### src/rtl/vu_pwm_decoder.sv
`default_nettype none
// ============================================================================
// Module      : vu_pwm_decoder
// Description : Recovers the 7-bit duty level and frame period from a
//               VU-meter PWM line. A frame starts on each rising edge. The
//               high time is rounded to the nearest duty increment and
//               saturated. A line with no rising edge for TIMEOUT_CLKS
//               cycles is reported as stuck high or stuck low.
// Revision    : 1.0 - initial release
// ============================================================================
module vu_pwm_decoder #(
  parameter int TICK_DIV     = 64,     // clk cycles per duty increment (power of 2)
  parameter int MAX_LEVEL    = 127,    // saturation value of level
  parameter int CNT_W        = 16,     // width of high/period counters
  parameter int TIMEOUT_CLKS = 16384   // cycles without a rise before stuck report
) (
  input  logic             clk,
  input  logic             reset_n,
  input  logic             enable,
  input  logic             pwm_in,
  output logic [6:0]       level,
  output logic [CNT_W-1:0] period,
  output logic             level_valid,
  output logic             stuck
);

  // --------------------------------------------------------------------------
  // Constants
  // --------------------------------------------------------------------------
  localparam int               c_shift     = $clog2(TICK_DIV);
  localparam logic [CNT_W-1:0] c_cnt_max   = {CNT_W{1'b1}};
  localparam logic [CNT_W-1:0] c_cnt_one   = CNT_W'(1);
  localparam logic [CNT_W-1:0] c_timeout   = CNT_W'(TIMEOUT_CLKS);
  localparam logic [CNT_W:0]   c_half_tick = (CNT_W+1)'(TICK_DIV / 2);
  localparam logic [CNT_W:0]   c_level_sat = (CNT_W+1)'(MAX_LEVEL);
  localparam logic [6:0]       c_level_max = 7'(MAX_LEVEL);

  localparam logic [1:0] c_st_idle = 2'd0;
  localparam logic [1:0] c_st_high = 2'd1;
  localparam logic [1:0] c_st_low  = 2'd2;

  // --------------------------------------------------------------------------
  // Declarations
  // --------------------------------------------------------------------------
  logic             rst_meta_q;
  logic             rst_n_q;

  logic             sync1_q;
  logic             sync2_q;
  logic             edge_q;
  logic             w_rise;
  logic             w_fall;

  logic [1:0]       state_q;
  logic [1:0]       state_d;

  logic [CNT_W-1:0] hi_q;
  logic [CNT_W-1:0] hi_d;
  logic [CNT_W-1:0] per_q;
  logic [CNT_W-1:0] per_d;
  logic [CNT_W-1:0] w_hi_inc;
  logic [CNT_W-1:0] w_per_inc;
  logic             skip_q;
  logic             skip_d;

  // Emit request captured on the detecting edge, consumed one clk later
  logic             emit_q;
  logic             emit_d;
  logic             emit_to_q;
  logic             emit_to_d;
  logic             emit_line_q;
  logic             emit_line_d;
  logic [CNT_W-1:0] emit_hi_q;
  logic [CNT_W-1:0] emit_hi_d;
  logic [CNT_W-1:0] emit_per_q;
  logic [CNT_W-1:0] emit_per_d;

  logic [CNT_W:0]   w_round;
  logic [6:0]       level_q;
  logic [6:0]       level_d;
  logic [CNT_W-1:0] period_q;
  logic [CNT_W-1:0] period_d;
  logic             valid_q;
  logic             valid_d;
  logic             stuck_q;
  logic             stuck_d;

  // --------------------------------------------------------------------------
  // Reset bridge: assertion is immediate, release is aligned to clk
  // --------------------------------------------------------------------------
  // Two-flop release synchronizer for the asynchronous reset
  always_ff @(posedge clk or negedge reset_n) begin
    if (!reset_n) begin
      rst_meta_q <= 1'b0;
      rst_n_q    <= 1'b0;
    end else begin
      rst_meta_q <= 1'b1;
      rst_n_q    <= rst_meta_q;
    end
  end

  // --------------------------------------------------------------------------
  // Input path: two-flop synchronizer plus one delay flop for edge detect.
  // Keeps running while enable is low so the line history stays valid.
  // --------------------------------------------------------------------------
  // Synchronize pwm_in and keep one extra sample for edge detection
  always_ff @(posedge clk or negedge rst_n_q) begin
    if (!rst_n_q) begin
      sync1_q <= 1'b0;
      sync2_q <= 1'b0;
      edge_q  <= 1'b0;
    end else begin
      sync1_q <= pwm_in;
      sync2_q <= sync1_q;
      edge_q  <= sync2_q;
    end
  end

  assign w_rise = sync2_q & ~edge_q;
  assign w_fall = ~sync2_q & edge_q;

  // --------------------------------------------------------------------------
  // Frame FSM
  // --------------------------------------------------------------------------
  // State register
  always_ff @(posedge clk or negedge rst_n_q) begin
    if (!rst_n_q) begin
      state_q <= c_st_idle;
    end else begin
      state_q <= state_d;
    end
  end

  // Next-state logic; a timeout never changes state
  always_comb begin
    state_d = state_q;
    if (!enable) begin
      state_d = c_st_idle;
    end else begin
      case (state_q)
        c_st_idle: if (w_rise) state_d = c_st_high;
        c_st_high: if (w_fall) state_d = c_st_low;
        c_st_low:  if (w_rise) state_d = c_st_high;
        default:   state_d = c_st_idle;
      endcase
    end
  end

  // FSM outputs: counter updates, recovery flag and emit request
  always_comb begin
    hi_d        = hi_q;
    per_d       = per_q;
    skip_d      = skip_q;
    emit_d      = 1'b0;
    emit_to_d   = 1'b0;
    emit_line_d = 1'b0;
    emit_hi_d   = emit_hi_q;
    emit_per_d  = emit_per_q;

    // Saturating increments
    w_hi_inc  = (hi_q  == c_cnt_max) ? hi_q  : hi_q  + c_cnt_one;
    w_per_inc = (per_q == c_cnt_max) ? per_q : per_q + c_cnt_one;

    if (!enable) begin
      hi_d       = '0;
      per_d      = '0;
      skip_d     = 1'b0;
      emit_hi_d  = '0;
      emit_per_d = '0;
    end else if (w_rise && (state_q != c_st_high)) begin
      // A rise wins over a coincident timeout. It always opens a new frame.
      // It closes the previous one only from LOW and only if that frame
      // was not interrupted by a stuck report.
      hi_d   = c_cnt_one;
      per_d  = c_cnt_one;
      skip_d = 1'b0;
      if ((state_q == c_st_low) && !skip_q) begin
        emit_d     = 1'b1;
        emit_hi_d  = hi_q;
        emit_per_d = per_q;
      end
    end else if (w_per_inc == c_timeout) begin
      // Stuck report; counters restart so the report repeats periodically
      hi_d        = '0;
      per_d       = '0;
      skip_d      = 1'b1;
      emit_d      = 1'b1;
      emit_to_d   = 1'b1;
      emit_line_d = sync2_q;
    end else begin
      per_d = w_per_inc;
      // The falling-edge clk is already low time, so hi_cnt stops there
      if ((state_q == c_st_high) && !w_fall) begin
        hi_d = w_hi_inc;
      end
    end
  end

  // Counter, recovery flag and emit request registers
  always_ff @(posedge clk or negedge rst_n_q) begin
    if (!rst_n_q) begin
      hi_q        <= '0;
      per_q       <= '0;
      skip_q      <= 1'b0;
      emit_q      <= 1'b0;
      emit_to_q   <= 1'b0;
      emit_line_q <= 1'b0;
      emit_hi_q   <= '0;
      emit_per_q  <= '0;
    end else begin
      hi_q        <= hi_d;
      per_q       <= per_d;
      skip_q      <= skip_d;
      emit_q      <= emit_d;
      emit_to_q   <= emit_to_d;
      emit_line_q <= emit_line_d;
      emit_hi_q   <= emit_hi_d;
      emit_per_q  <= emit_per_d;
    end
  end

  // --------------------------------------------------------------------------
  // Output stage: rounding, saturation and stuck flag
  // --------------------------------------------------------------------------
  // Compute next output values from the captured emit request
  always_comb begin
    level_d  = level_q;
    period_d = period_q;
    valid_d  = 1'b0;
    stuck_d  = stuck_q;
    // Round to nearest increment: add half a tick before truncating
    w_round  = ({1'b0, emit_hi_q} + c_half_tick) >> c_shift;

    if (!enable) begin
      level_d  = '0;
      period_d = '0;
      stuck_d  = 1'b0;
    end else if (emit_q) begin
      valid_d = 1'b1;
      if (emit_to_q) begin
        level_d  = emit_line_q ? c_level_max : 7'd0;
        period_d = '0;
        stuck_d  = 1'b1;
      end else begin
        level_d  = (w_round > c_level_sat) ? c_level_max : w_round[6:0];
        period_d = emit_per_q;
        stuck_d  = 1'b0;
      end
    end
  end

  // Output registers
  always_ff @(posedge clk or negedge rst_n_q) begin
    if (!rst_n_q) begin
      level_q  <= '0;
      period_q <= '0;
      valid_q  <= 1'b0;
      stuck_q  <= 1'b0;
    end else begin
      level_q  <= level_d;
      period_q <= period_d;
      valid_q  <= valid_d;
      stuck_q  <= stuck_d;
    end
  end

  assign level       = level_q;
  assign period      = period_q;
  assign level_valid = valid_q;
  assign stuck       = stuck_q;

endmodule
`default_nettype wire

### config.mk
export PLATFORM = sky130hd
export DESIGN_NAME = vu_pwm_decoder
export DESIGN_NICKNAME = d
export VERILOG_FILES = /design/src/rtl/vu_pwm_decoder.sv
export SDC_FILE = /design/constraint.sdc
export NUM_CORES = 1
export LEC_CHECK = 0
export ABC_AREA = 1
export CAP_MARGIN = 10
export CORE_MARGIN = 5
export CORE_UTILIZATION = 53
export CTS_CLUSTER_DIAMETER = 120
export CTS_CLUSTER_SIZE = 10
export DETAILED_ROUTE_END_ITERATION = 16
export GPL_TIMING_DRIVEN = 0
export HOLD_SLACK_MARGIN = 0.12
export PLACE_DENSITY = 0.76
export SYNTH_ARGS = -nofsm -noshare
export SYNTH_HDL_FRONTEND = slang
export SYNTH_SLANG_ARGS = --single-unit
### constraint.sdc
create_clock -name clk -period 2.98 [get_ports clk]
set_clock_uncertainty 0.15 [all_clocks]
set_input_delay 0.596 -clock clk [delete_from_list [all_inputs] [get_ports clk]]
set_output_delay 0.596 -clock clk [all_outputs]
set_load 0.02 [all_outputs]
======== Word-level counts from Yosys, hierarchy flattened ========
Cells that the tools add are included.
operators by class
  $add $sub $neg .......................... 3
  $lt $le $gt $ge ......................... 1
  equality and inequality tests ........... 14
  multiplexer cells ....................... 44
  bitwise gates (word level) .............. 4
  reduce and logical (&&, ||, !) cells .... 10
operator list
  operator               count
  $mux 16                18
  $mux 7                 5
  $add 16x1->16 const B  2
  $eq 16x16->1 const B   2
  $add 16x6->17 const B  1
  $mux 1                 17
  $eq 16x15->1 const B   1
  $gt 11x7->1 const B    1
  $ne 2x1->1 const B     4
  $mux 2                 3
  $reduce_and 2->1       3
  $ne 4x1->1 const B     1
  $ne 4x2->1 const B     1
  $pmux 2 s2             1
  $logic_and 1x1->1      3
  $ne 3x1->1 const B     1
  $ne 3x2->1 const B     1
  $ne 3x3->1 const B     1
  $and 1x1->1            2
  $eq 2x1->1 const B     1
  $eq 2x2->1 const B     1
  $logic_not 1->1        2
  $logic_not 2->1        1
  $not 1->1              2
  $reduce_or 2->1        1
word-level totals
  register bits after elaboration ......... 100
  bits of input ports ..................... 4
  output and inout port bits .............. 25
  logic and storage cells ................. 94

======== Logic depth before layout (Yosys ltp) ========
  depth in word-level cells ............... 8
  gate-level depth with buffers ........... 16
  mapped depth without buffers ............ 16

======== Worst setup path after synthesis ========
Ideal clock, no wire load.
  path type ............................... register to register
  start ................................... register per_q[0]
  end ..................................... register hi_q[5]
  setup time .............................. 0.122 ns
  arrival ................................. 1.867 ns
  required time ........................... 2.708 ns
  setup slack ............................. 0.841 ns
  cell stages (with the launch flop) ...... 16
  buffers on the path ..................... 2
  period minus slack after synthesis ...... 2.139 ns
  cell sequence ........................... dfrtp_1 ha_1 inv_2 nor2_4 nand2_4 inv_2 nand2_2 buf_6 nand3_1 nor2_1 nand2_1 nor2_1 nand2_2 nand2_4 buf_12 nor2_4
on the way
  cells in the longest elaborated chain, start to end .. 6
  elaborated cells on any way between the ends .. 10
  those cells by class .................... 1 x add/sub; 4 x eq/ne; 4 x mux; 1 x reduce/logical
ends and longest elaborated chain
  what                                                  RTL line  source
  start, declared                                       59        logic [CNT_W-1:0] per_q;
  start signal, assigned                                212       per_q <= per_d;
  $add 16x1->16 / $eq 16x16->1 (equally long branches)  162       w_per_inc = (per_q == c_cnt_max) ? per_q : per_q + c_cnt_one;
  $mux 16 (*)                                           162
  $eq 16x15->1 (*)                                      182       end else if (w_per_inc == c_timeout) begin
  $mux 16                                               182
  $mux 16                                               170       end else if (w_rise && (state_q != c_st_high)) begin
  $mux 16                                               164       if (!enable) begin
  end signal, assigned                                  211       hi_q <= hi_d;
  end, declared                                         57        logic [CNT_W-1:0] hi_q;
Every way passes the cells marked *; elsewhere a longest branch is shown, timed or not.
A chain may end at the register's enable or synchronous reset.

======== Worst setup path after layout ========
  start ................................... register per_q[0]
  end ..................................... register per_q[4]
on the way
  cells in the longest elaborated chain, start to end .. 6
  elaborated cells on any way between the ends .. 7
  those cells by class .................... 1 x add/sub; 2 x eq/ne; 4 x mux
ends and longest elaborated chain
  what                                                  RTL line  source
  $add 16x1->16 / $eq 16x16->1 (equally long branches)  162
  $mux 16 (*)                                           162
  $eq 16x15->1                                          182
  $mux 16 (*)                                           182
  $mux 16 (*)                                           170
  $mux 16 (*)                                           164
  named net per_d[4]                                    60        logic [CNT_W-1:0] per_d;
Mark *: on every way through the listed nets, which the timed path passes. The rest lies on a longest branch.

==> qor.yml <==
grt_max_degree: 48
dpl_cell_area_mm2: 0.00506
hold_path_class: "flop to async pin"
die_height_um: 103
tightest_slew_ns: 0.630
yosys_warnings: 0
timing.hold.ws_ns: 0.204
synthesis.instances: 538
nNetsFinal: 584
rr_endpoint: "per_q[4]$_DFF_PN0_"
grt.overflow.total: 0
fin_crit_sh_pct: 83.9
syn_nets: 545
grt_setup_unrepaired: "no"
relSlewSlack_pct: 58.0
root_buffer: "clkbuf_8"
seq_area_frac_synth_pct: 51.4
top_layer: "met4"
cts_buffers: 9
r2r-start: "per_q[0]$_DFF_PN0_"
viasPerCell: 5.37
port_buffers: 27
required_ns: 3.09
start_util_pct: 53.8
vdd_ir_drop_max_mv: 0.232
finalSetupViolations: 0
routed-wl-met3_um: 525
grt_pass1_vias: 3545
fin_util_pct: 61.1
holdBufCountCts: 0
wl_per_cell_um: 14.1
clockBufferDepth: 2
cp_data_arrival_time_ns: 2.61
fp.dieArea_mm2: 0.0107
drc: 0
ys_ff_latch: 95
fmax_mhz: 400
cts_max_level: 3
synth.avg_cell_area_um2: 8.59
final_hold_viol_count: 0
grt.total_usage_pct: 19.6
place_congestion: 0.896
outcome: "completed"
vias: 3704
crit_type: "flop to flop"
cts_tree: "yes"
antenna_found_initial: 0
core_area_mm2: 0.00859
grt_first_pass_wirelength_um: 16400
dpl.hpwl_um: 7300
totalWireLength_um: 9730
slowest_delay_ns: 0.46
n_antenna_cell: 0
area_growth_syn_to_layout_pct: 13.6
fillerInstances: 733
clk_pin_slew_ns: 0.10
synth_cell_types: 36
worst-r2r-cell-count: 15
dr.pass1.iters: 5
wl_met1_um: 4540
wl_met2_um: 4530
slew_violations: 0
power_mw: 2.31
seq_area_mm2: 0.00238
final.min_clock_period_ns: 2.50
clock_latency_ns: 0.37
cp-end-kind: "flop"
drtAntennaViolNets: 0
synth_area_mm2: 0.00462
cts.sinks: 95
p_leak_nw: 2.40
worstPathMaxFanout: 10
cts_resized: 0
p_per_area_mw_per_mm2: 440
fin_area_mm2: 0.00525
drt-initial-drc-count: 230
tns_ns: 0
cts_setup_buffers: 0
num_rows: 34
rrSetupSlack_ns: 0.48
cap_violations: 0
slowest_stage: "dfrtp_1"
die_w_um: 103
crit_path_cell_trace: "ha_1 -> inv_2 -> nor2_4 -> nand2_4 -> inv_2 -> nand2_2 -> buf_6 -> nand3_1 -> nor2_1 -> nand2_1 -> nor2_1 -> nand2_2 -> nand2_4 -> buf_8 -> nor2_2"
multi_input_area_mm2: 0.00189
drive_gt1_share_pct: 10.8
io_pins: 29
critPathLaunchType: "flop"
-- per-stage QoR --
step | setup slack, ns | cells
4_1_cts | 0.475 | 690
6_report | 0.479 | 690
3_3_place_gp | 0.511 | 673
5_1_grt | 0.290 | 690
3_5_place_dp | 0.483 | 674
2_1_floorplan | 0.841 | 538
-- final cells by class --
cell class	count	share of cell area [%]
Inverter	68	4.86
Sequential cell	95	45.4
Tap cell	108	2.57
Buffer	16	1.84
Clock inverter	6	1.00
Multi-Input combinational cell	359	36.1
Clock buffer	10	2.62
Timing Repair Buffer	28	5.67
-- flip-flops by register name, indices dropped and copies added, names as in the netlist, 2 cells and up --
name        count
per_q          16
level           7
period         16
emit_hi_q      11
emit_per_q     16
hi_q           16
state_q         2
-- cell families after synthesis --
kind of cell             Yosys count  synth area share [%]
AO/OA/AOI/OAI                     64                  9.53
XOR/XNOR                          16                  3.03
adder cells (fa/ha/maj)            3                 0.812
buffers and inverters             84                  7.60
flip-flops                        95                  51.4
other                              1                0.0811
AND/OR/NAND/NOR                  275                  27.5
-- power breakdown --
part	internal, mW	switching [mW]
clock network	0.339	0.485
logic	0.0485	0.106
registers	1.31	0.0259
-- worst max path at each step --
stage / startpoint / to / slack [ns] / depth (start not counted)
after floorplan: per_q[0]$_DFF_PN0_ / hi_q[5]$_DFFE_PN0P_ / 0.84 / 15
after detailed placement: per_q[0]$_DFF_PN0_ / per_q[4]$_DFF_PN0_ / 0.48 / 15
after global placement: per_q[0]$_DFF_PN0_ / per_q[11]$_DFF_PN0_ / 0.51 / 15
after CTS: per_q[0]$_DFF_PN0_ / hi_q[6]$_DFFE_PN0P_ / 0.48 / 15
final: per_q[0]$_DFF_PN0_ / per_q[4]$_DFF_PN0_ / 0.48 / 15
after global routing: per_q[0]$_DFF_PN0_ / hi_q[6]$_DFFE_PN0P_ / 0.29 / 15
-- cell usage in the layout, fill, tap and decap left out, types with 2 or more instances in the layout --
cell	instances
nand2_1	105
dfrtp_1	94
inv_1	63
nor2_1	59
nand3_1	54
o21ai_0	28
clkdlybuf4s50_1	27
nor2_2	19
a32o_1	17
xor2_1	16
nand4_1	11
clkbuf_1	10
clkbuf_8	10
nor3_1	9
o22ai_1	8
nand2_2	7
a21oi_1	4
nor2_4	3
clkinv_1	3
ha_1	3
inv_2	2
nand2_4	2
nand3_2	2
nor3_2	2
a21oi_2	2
buf_1	2
inv_6	2
clkinvlp_4	2
-- Yosys cell counts --
library cell / number / share of area (%)
clkbuf_1: 10 / 0.81
o22ai_1: 8 / 1.1
nor2_4: 3 / 0.73
nor3_1: 9 / 0.97
nand3_2: 2 / 0.43
o21a_1: 1 / 0.16
nor3b_1: 1 / 0.16
nand2_1: 105 / 8.5
inv_1: 63 / 5.1
a21oi_2: 2 / 0.38
buf_6: 1 / 0.24
buf_8: 1 / 0.32
o21ai_2: 1 / 0.19
nand4_1: 11 / 1.5
a32o_1: 17 / 3.7
a211oi_2: 1 / 0.27
clkinv_1: 3 / 0.24
xor2_1: 16 / 3.0
buf_12: 1 / 0.43
buf_2: 1 / 0.11
a21oi_1: 4 / 0.43
o21ai_1: 1 / 0.11
nor3_2: 2 / 0.43
nor4_1: 1 / 0.14
nor2_2: 19 / 2.6
ha_1: 3 / 0.81
buf_1: 2 / 0.16
nor2_1: 59 / 4.8
o21ai_0: 28 / 3.0
nand3_1: 54 / 5.8
conb_1: 1 / 0.081
nand2_4: 2 / 0.49
dfrtp_1: 95 / 51
nand2_2: 7 / 0.95
a32oi_1: 1 / 0.19
inv_2: 2 / 0.16
-- metal layers --
metal / track usage (%) / up-vias
met2: 31.4 / 100
met5: 0 / -
met3: 3.76 / 14
met4: 7.07 / 0
met1: 26.6 / 1761
li1: - / 1829
-- critical path: cells and delay by family, from the launching register on --
kind	cells	cell delay [ns]
flops	1	0.46
buf+inv	4	0.48
fa+ha+maj	1	0.30
simple gates	10	1.01
(Power assumes the default switching activity.)
